**config.mk**
```make
export PLATFORM = sky130hd
export DESIGN_NAME = fp_deconvert
export DESIGN_NICKNAME = d
export VERILOG_FILES = /design/src/rtl/fp_deconvert.sv
export SDC_FILE = /design/constraint.sdc
export NUM_CORES = 1
export LEC_CHECK = 0
export CAP_MARGIN = 20
export CORE_ASPECT_RATIO = 0.75
export CORE_MARGIN = 4
export CORE_UTILIZATION = 35
export CTS_BUF_LIST = sky130_fd_sc_hd__clkbuf_4
export DETAILED_ROUTE_END_ITERATION = 7
export HOLD_SLACK_MARGIN = 0.12
export PLACE_DENSITY = 0.52
export SLEW_MARGIN = 15
export SYNTH_ARGS = -nofsm -noshare
export SYNTH_HDL_FRONTEND = slang
export SYNTH_SLANG_ARGS = --single-unit
```
**constraint.sdc**
```tcl
create_clock -name iCLK -period 5.7 [get_ports iCLK]
set_input_delay 1.14 -clock iCLK [delete_from_list [all_inputs] [get_ports iCLK]]
set_output_delay 1.14 -clock iCLK [all_outputs]
set_load 0.01 [all_outputs]
```
**src/rtl/fp_deconvert.sv**
```systemverilog
// IEEE-754 single-precision to signed fixed-point converter, 3-stage pipeline with global stall.
// Rounds to nearest-even, saturates on overflow/infinity and flags NaN.
module fp_deconvert #(
  parameter int unsigned OUT_WIDTH = 32,
  parameter int unsigned FRAC_BITS = 0
) (
  input  logic                 iCLK,
  input  logic                 iRST,
  input  logic                 iVALID,
  output logic                 oREADY,
  input  logic [31:0]          iDATA,
  output logic                 oVALID,
  input  logic                 iREADY,
  output logic [OUT_WIDTH-1:0] oDATA,
  output logic                 oOVF,
  output logic                 oNAN
);

  // One spare bit above the result width holds 2^(OUT_WIDTH-1) and rounding carries.
  localparam int unsigned MagW = OUT_WIDTH + 1;
  localparam logic [MagW-1:0] HalfRange = {2'b01, {(OUT_WIDTH-1){1'b0}}};
  localparam logic [OUT_WIDTH-1:0] MaxPos = {1'b0, {(OUT_WIDTH-1){1'b1}}};
  localparam logic [OUT_WIDTH-1:0] MinNeg = {1'b1, {(OUT_WIDTH-1){1'b0}}};

  logic advance;
  assign advance = !oVALID || iREADY;
  assign oREADY  = advance;

  // Stage 1: decode
  logic [7:0]        inExp;
  logic [22:0]       inMant;
  logic              dZero, dInf, dNan;
  logic signed [9:0] dShift;

  always_comb begin
    inExp  = iDATA[30:23];
    inMant = iDATA[22:0];
    dZero  = (inExp == 8'h00);
    dInf   = (inExp == 8'hFF) && (inMant == 23'd0);
    dNan   = (inExp == 8'hFF) && (inMant != 23'd0);
    dShift = $signed({2'b00, inExp}) - 10'sd150 + $signed(10'(FRAC_BITS));
  end

  logic              s1Valid, s1Sign, s1Zero, s1Inf, s1Nan;
  logic [23:0]       s1Sig;
  logic signed [9:0] s1Shift;

  // Stage 2: align
  logic [MagW-1:0]   aMag;
  logic              aGuard, aRound, aSticky, aOvf;
  logic [63:0]       wideR;
  logic [5:0]        rAmt;
  logic signed [9:0] negShift;

  always_comb begin
    aMag     = '0;
    aGuard   = 1'b0;
    aRound   = 1'b0;
    aSticky  = 1'b0;
    aOvf     = 1'b0;
    wideR    = '0;
    rAmt     = '0;
    negShift = -s1Shift;
    if (s1Zero || s1Nan) begin
      aOvf = 1'b0;
    end else if (s1Inf) begin
      aOvf = 1'b1;
    end else if ($signed(10'd23) + s1Shift >= $signed(10'(OUT_WIDTH))) begin
      // Leading one lands at or above OUT_WIDTH: too large for any sign.
      aOvf = 1'b1;
    end else if (!s1Shift[9]) begin
      aMag = MagW'(s1Sig) << s1Shift[5:0];
    end else begin
      // Shifts beyond 60 leave the significand entirely in the sticky field.
      rAmt    = (negShift > 10'sd60) ? 6'd60 : negShift[5:0];
      wideR   = {s1Sig, 40'b0} >> rAmt;
      aMag    = MagW'(wideR[63:40]);
      aGuard  = wideR[39];
      aRound  = wideR[38];
      aSticky = |wideR[37:0];
    end
  end

  logic            s2Valid, s2Sign, s2Nan, s2Ovf;
  logic [MagW-1:0] s2Mag;
  logic            s2Guard, s2Round, s2Sticky;

  // Stage 3: round, negate, saturate
  logic                 roundUp, sat;
  logic [MagW-1:0]      rounded;
  logic [OUT_WIDTH-1:0] magLow, fData;
  logic                 fOvf;

  always_comb begin
    roundUp = s2Guard && (s2Round || s2Sticky || s2Mag[0]);
    rounded = s2Mag + MagW'(roundUp);
    magLow  = rounded[OUT_WIDTH-1:0];
    // Magnitude 2^(OUT_WIDTH-1) is only representable when negative.
    sat     = s2Ovf || (s2Sign ? (rounded > HalfRange) : (rounded >= HalfRange));
    fData   = '0;
    fOvf    = 1'b0;
    if (s2Nan) begin
      fData = '0;
    end else if (sat) begin
      fData = s2Sign ? MinNeg : MaxPos;
      fOvf  = 1'b1;
    end else begin
      fData = s2Sign ? -magLow : magLow;
    end
  end

  always_ff @(posedge iCLK) begin
    if (iRST) begin
      s1Valid  <= 1'b0;
      s1Sign   <= 1'b0;
      s1Zero   <= 1'b0;
      s1Inf    <= 1'b0;
      s1Nan    <= 1'b0;
      s1Sig    <= '0;
      s1Shift  <= '0;
      s2Valid  <= 1'b0;
      s2Sign   <= 1'b0;
      s2Nan    <= 1'b0;
      s2Ovf    <= 1'b0;
      s2Mag    <= '0;
      s2Guard  <= 1'b0;
      s2Round  <= 1'b0;
      s2Sticky <= 1'b0;
      oVALID   <= 1'b0;
      oDATA    <= '0;
      oOVF     <= 1'b0;
      oNAN     <= 1'b0;
    end else if (advance) begin
      s1Valid  <= iVALID;
      s1Sign   <= iDATA[31];
      s1Zero   <= dZero;
      s1Inf    <= dInf;
      s1Nan    <= dNan;
      s1Sig    <= {1'b1, inMant};
      s1Shift  <= dShift;
      s2Valid  <= s1Valid;
      s2Sign   <= s1Sign;
      s2Nan    <= s1Nan;
      s2Ovf    <= aOvf;
      s2Mag    <= aMag;
      s2Guard  <= aGuard;
      s2Round  <= aRound;
      s2Sticky <= aSticky;
      oVALID   <= s2Valid;
      oDATA    <= fData;
      oOVF     <= fOvf;
      oNAN     <= s2Nan;
    end
  end

endmodule

```
==> results.py <==
metrics = {
    "finish": {
        "final_cell_utilization_of_the_core": 0.397,
        "nNetsFinal": 1477,
        "fin_cells": 1836,
        "layout.cell_area.non_filler_um2": 11100,
        "syn_to_final_growth_pct": 11.8,
        "drive_above_1_share": 0.0863,
    },
    "die": {
        "die_width_um": 203,
        "rows": 53,
        "fp.coreArea_um2": 28100,
        "die_height_um": 154,
        "die_ar_um2": 31300,
        "initial_utilization": 0.355,
        "num_io_pins": 72,
    },
    "sta": {
        "layout_min_cycle_time_ns": 5.00,
        "post-route-worst-setup-slack_ns": 0.702,
        "total_neg_setup_slack_ns": 0,
        "timing.slew.headroom": 0.272,
        "hold_violations": 0,
        "fin_hold_ws_ns": 0.462,
        "tightestPinTransition_ns": 1.08,
        "final.period_utilization": 0.877,
        "grt_setup_unrepaired": "false",
        "maximum_clock_skew_at_final_layout_ns": 0.0337,
        "final-setup-viol-count": 0,
        "slew_violations": 0,
        "max_clock_freq_ghz": 0.200,
    },
    "clock_tree": {
        "cts_root_buf": "clkbuf_4",
        "clkSlewWorstSetupHoldPaths_ns": 0.13,
        "clk_path_buf_depth": 2,
        "h-tree-depth": 4,
        "cts.repair_timing.setup_buffer_count": 0,
        "cts_inserted_buffers": 17,
        "tritoncts": "yes",
        "ctsHoldBuffers": 0,
        "tritoncts_num_sinks": 113,
        "clk_latency_ns": 0.55,
        "postCtsResizedCells": 0,
    },
    "route": {
        "dr.first_iter.drc_count": 1429,
        "antenna_left": 0,
        "wl_per_cell_um": 21.6,
        "total_number_of_vias": 11100,
        "drc": 0,
        "firstDrtPassIters": 6,
        "wirelength_um": 39700,
        "routed_via_density": 6.05,
    },
    "logic_synthesis": {
        "yosys.area.top_type": "dfxtp_1",
        "netlist.area_leader.share": 0.227,
        "syn_area_um2": 9970,
        "syn_area_per_cell_um2": 6.88,
        "synth_nets": 1490,
        "postSynthRegisterBits": 113,
        "yosysMostFrequentCell": "nand2_1",
        "ys_async_sr_fraction": 0,
        "ys.flop_type": "dfxtp_1",
        "synth-warning-count": 0,
        "synthTopCellsByCount": "nand2_1, nor2_1, a21oi_1, dfxtp_1, clkbuf_1",
        "synth.yosys.seq_area_share": 0.227,
        "synth-edff-count": 0,
        "post_synth_main_area_contributors": "dfxtp_1, nand2_1, a21oi_1",
        "netlist_instances": 1449,
        "synth_cell_type_count": 79,
    },
    "placed_design": {
        "port_buffers": 71,
        "dpl_cell_area_um2": 10900,
        "gp_congestion": 0.968,
        "dp_worst_setup_slack_ns": 0.981,
        "dp_hpwl_um": 29600,
        "numPlacedInstances": 1802,
    },
    "pwr": {
        "p_leak_nw": 3.94,
        "pwr_density_cell_nw_per_um2": 250,
        "report.power.total_mw": 2.78,
        "peakVddDrop_v": 0.000109,
    },
    "setup_path": {
        "regToRegStartpoint": "s1Shift[5]",
        "reg2reg_to": "s2Mag[0]",
        "timing.critical_path.to_type": "flop",
        "crit_path_kind": "flop to flop",
        "cells_on_worst_reg2reg_path": 13,
        "timing.critical_path.fanout_max": 21,
        "reg2reg_slack_ns": 0.70,
        "timing.critical_path.arrival_ns": 5.39,
        "required_time_at_the_endpoint_of_the_critical_path_ns": 6.10,
        "startpoint_type": "flop",
    },
    "worst_hold_path": {
        "hold_depth": 2,
        "hold_path_startpoint": "s1Sign",
        "hold_end": "s1Sign",
        "worst_hold_path_type": "flop to flop",
    },
    "global_routing": {
        "grt_pass1_wl_um": 61300,
        "grt_start_max_net_pins": 95,
        "grt_antenna_before_repair": 1,
        "via_count_of_the_first_global_routing_pass": 10300,
        "grt-ovfl-total": 0,
        "track_usage": 0.247,
    },
    "outcome": {
        "outcome": "complete, no violations",
    },
    "job": {
        "max_cap_violations": 0,
    },
}
cell families (layout without fill, tap and decap cells):
family | count (synthesis) | after routing | synth area share
AO/OA/AOI/OAI | 460 | 460 | 0.303
XOR/XNOR | 52 | 52 | 0.0457
adder cells (fa/ha/maj) | 5 | 5 | 0.00627
buffers and inverters | 154 | 154 | 0.0620
flip-flops | 113 | 113 | 0.227
multiplexers | 68 | 68 | 0.0827
other | 0 | 2 | 0
AND/OR/NAND/NOR | 597 | 597 | 0.274
metal layers:
layer | vias up | global-route usage | share of wire
li1 | 5287 | - | -
met1 | 5339 | 0.388 | 0.50
met2 | 451 | 0.331 | 0.39
met3 | 26 | 0.0755 | 0.10
met4 | 0 | 0.0378 | 0.0083
met5 | - | 0 | 0
worst max-delay path, stage by stage, from the launching register on:
cell and delay (ns):
dfxtp_1 0.32, buf_4 0.19, nor4_1 0.83, a21boi_0 0.43
o22ai_2 0.79, buf_4 0.33, nor2_1 0.16, o22ai_1 0.20
a2bb2oi_1 0.51, nand2_1 0.15, a32oi_1 0.47, o22ai_1 0.20
a22oi_1 0.19, nor2_1 0.05
placed cells by master, fill, tap and decap left out, types with 9 or more instances in the layout:
cell / synthesis / final
and2_1: 11 / 11
o21ai_0: 95 / 95
o32ai_1: 12 / 12
buf_4: 1 / 31
nand4_1: 18 / 18
xor2_1: 16 / 16
o22ai_1: 23 / 22
or3_1: 14 / 14
a21oi_1: 133 / 133
a211oi_1: 19 / 19
xnor2_1: 36 / 36
mux4_2: 10 / 10
o211ai_1: 14 / 14
nor4_1: 16 / 16
dfxtp_1: 113 / 112
mux2_2: 15 / 15
o21a_1: 9 / 9
a32o_1: 10 / 10
and3_1: 17 / 17
nor2_1: 150 / 149
clkdlybuf4s50_1: 0 / 70
nor3_1: 39 / 38
nor2b_1: 11 / 10
clkbuf_4: 0 / 18
a31oi_1: 10 / 10
a32oi_1: 12 / 12
mux2i_1: 43 / 43
nand2_1: 236 / 236
inv_1: 18 / 18
nand3_1: 48 / 48
or2_2: 11 / 11
a22oi_1: 46 / 46
worst max path at each step:
stage                     startpoint  endpoint  slack, ns
final                     s1Shift[5]  s2Mag[0]       0.70
after global routing      s1Shift[5]  s2Mag[0]       0.46
after CTS                 s1Shift[5]  s2Mag[0]       0.95
after detailed placement  s1Shift[5]  s2Mag[0]       0.98
after global placement    s1Shift[5]  s2Sticky       0.81
after floorplan           s1Shift[0]  s2Sticky       1.72
report_power, final:
group,switching (mW),internal [mW]
Sequential,0.0855,0.846
Clock,0.370,0.226
Combinational,0.784,0.470
Total,1.24,1.54
area by class of cell:
cell class                 instances  area [µm²]
antenna                            2        5.00
clock buffer                      18         135
clock inverter                    14         130
fill                            3064       16900
inverter                          21        78.8
multi-input combinational       1182        7120
sequential                       113        2260
tap                              385         482
timing repair buffer             101         933
registers in the layout, indices dropped and copies added, names as in the netlist, 9 cells and up:
register / cells
s2Mag: 33
s1Sig: 24
oDATA: 32
s1Shift: 9
No activity file was read; power rests on OpenSTA's default activity.
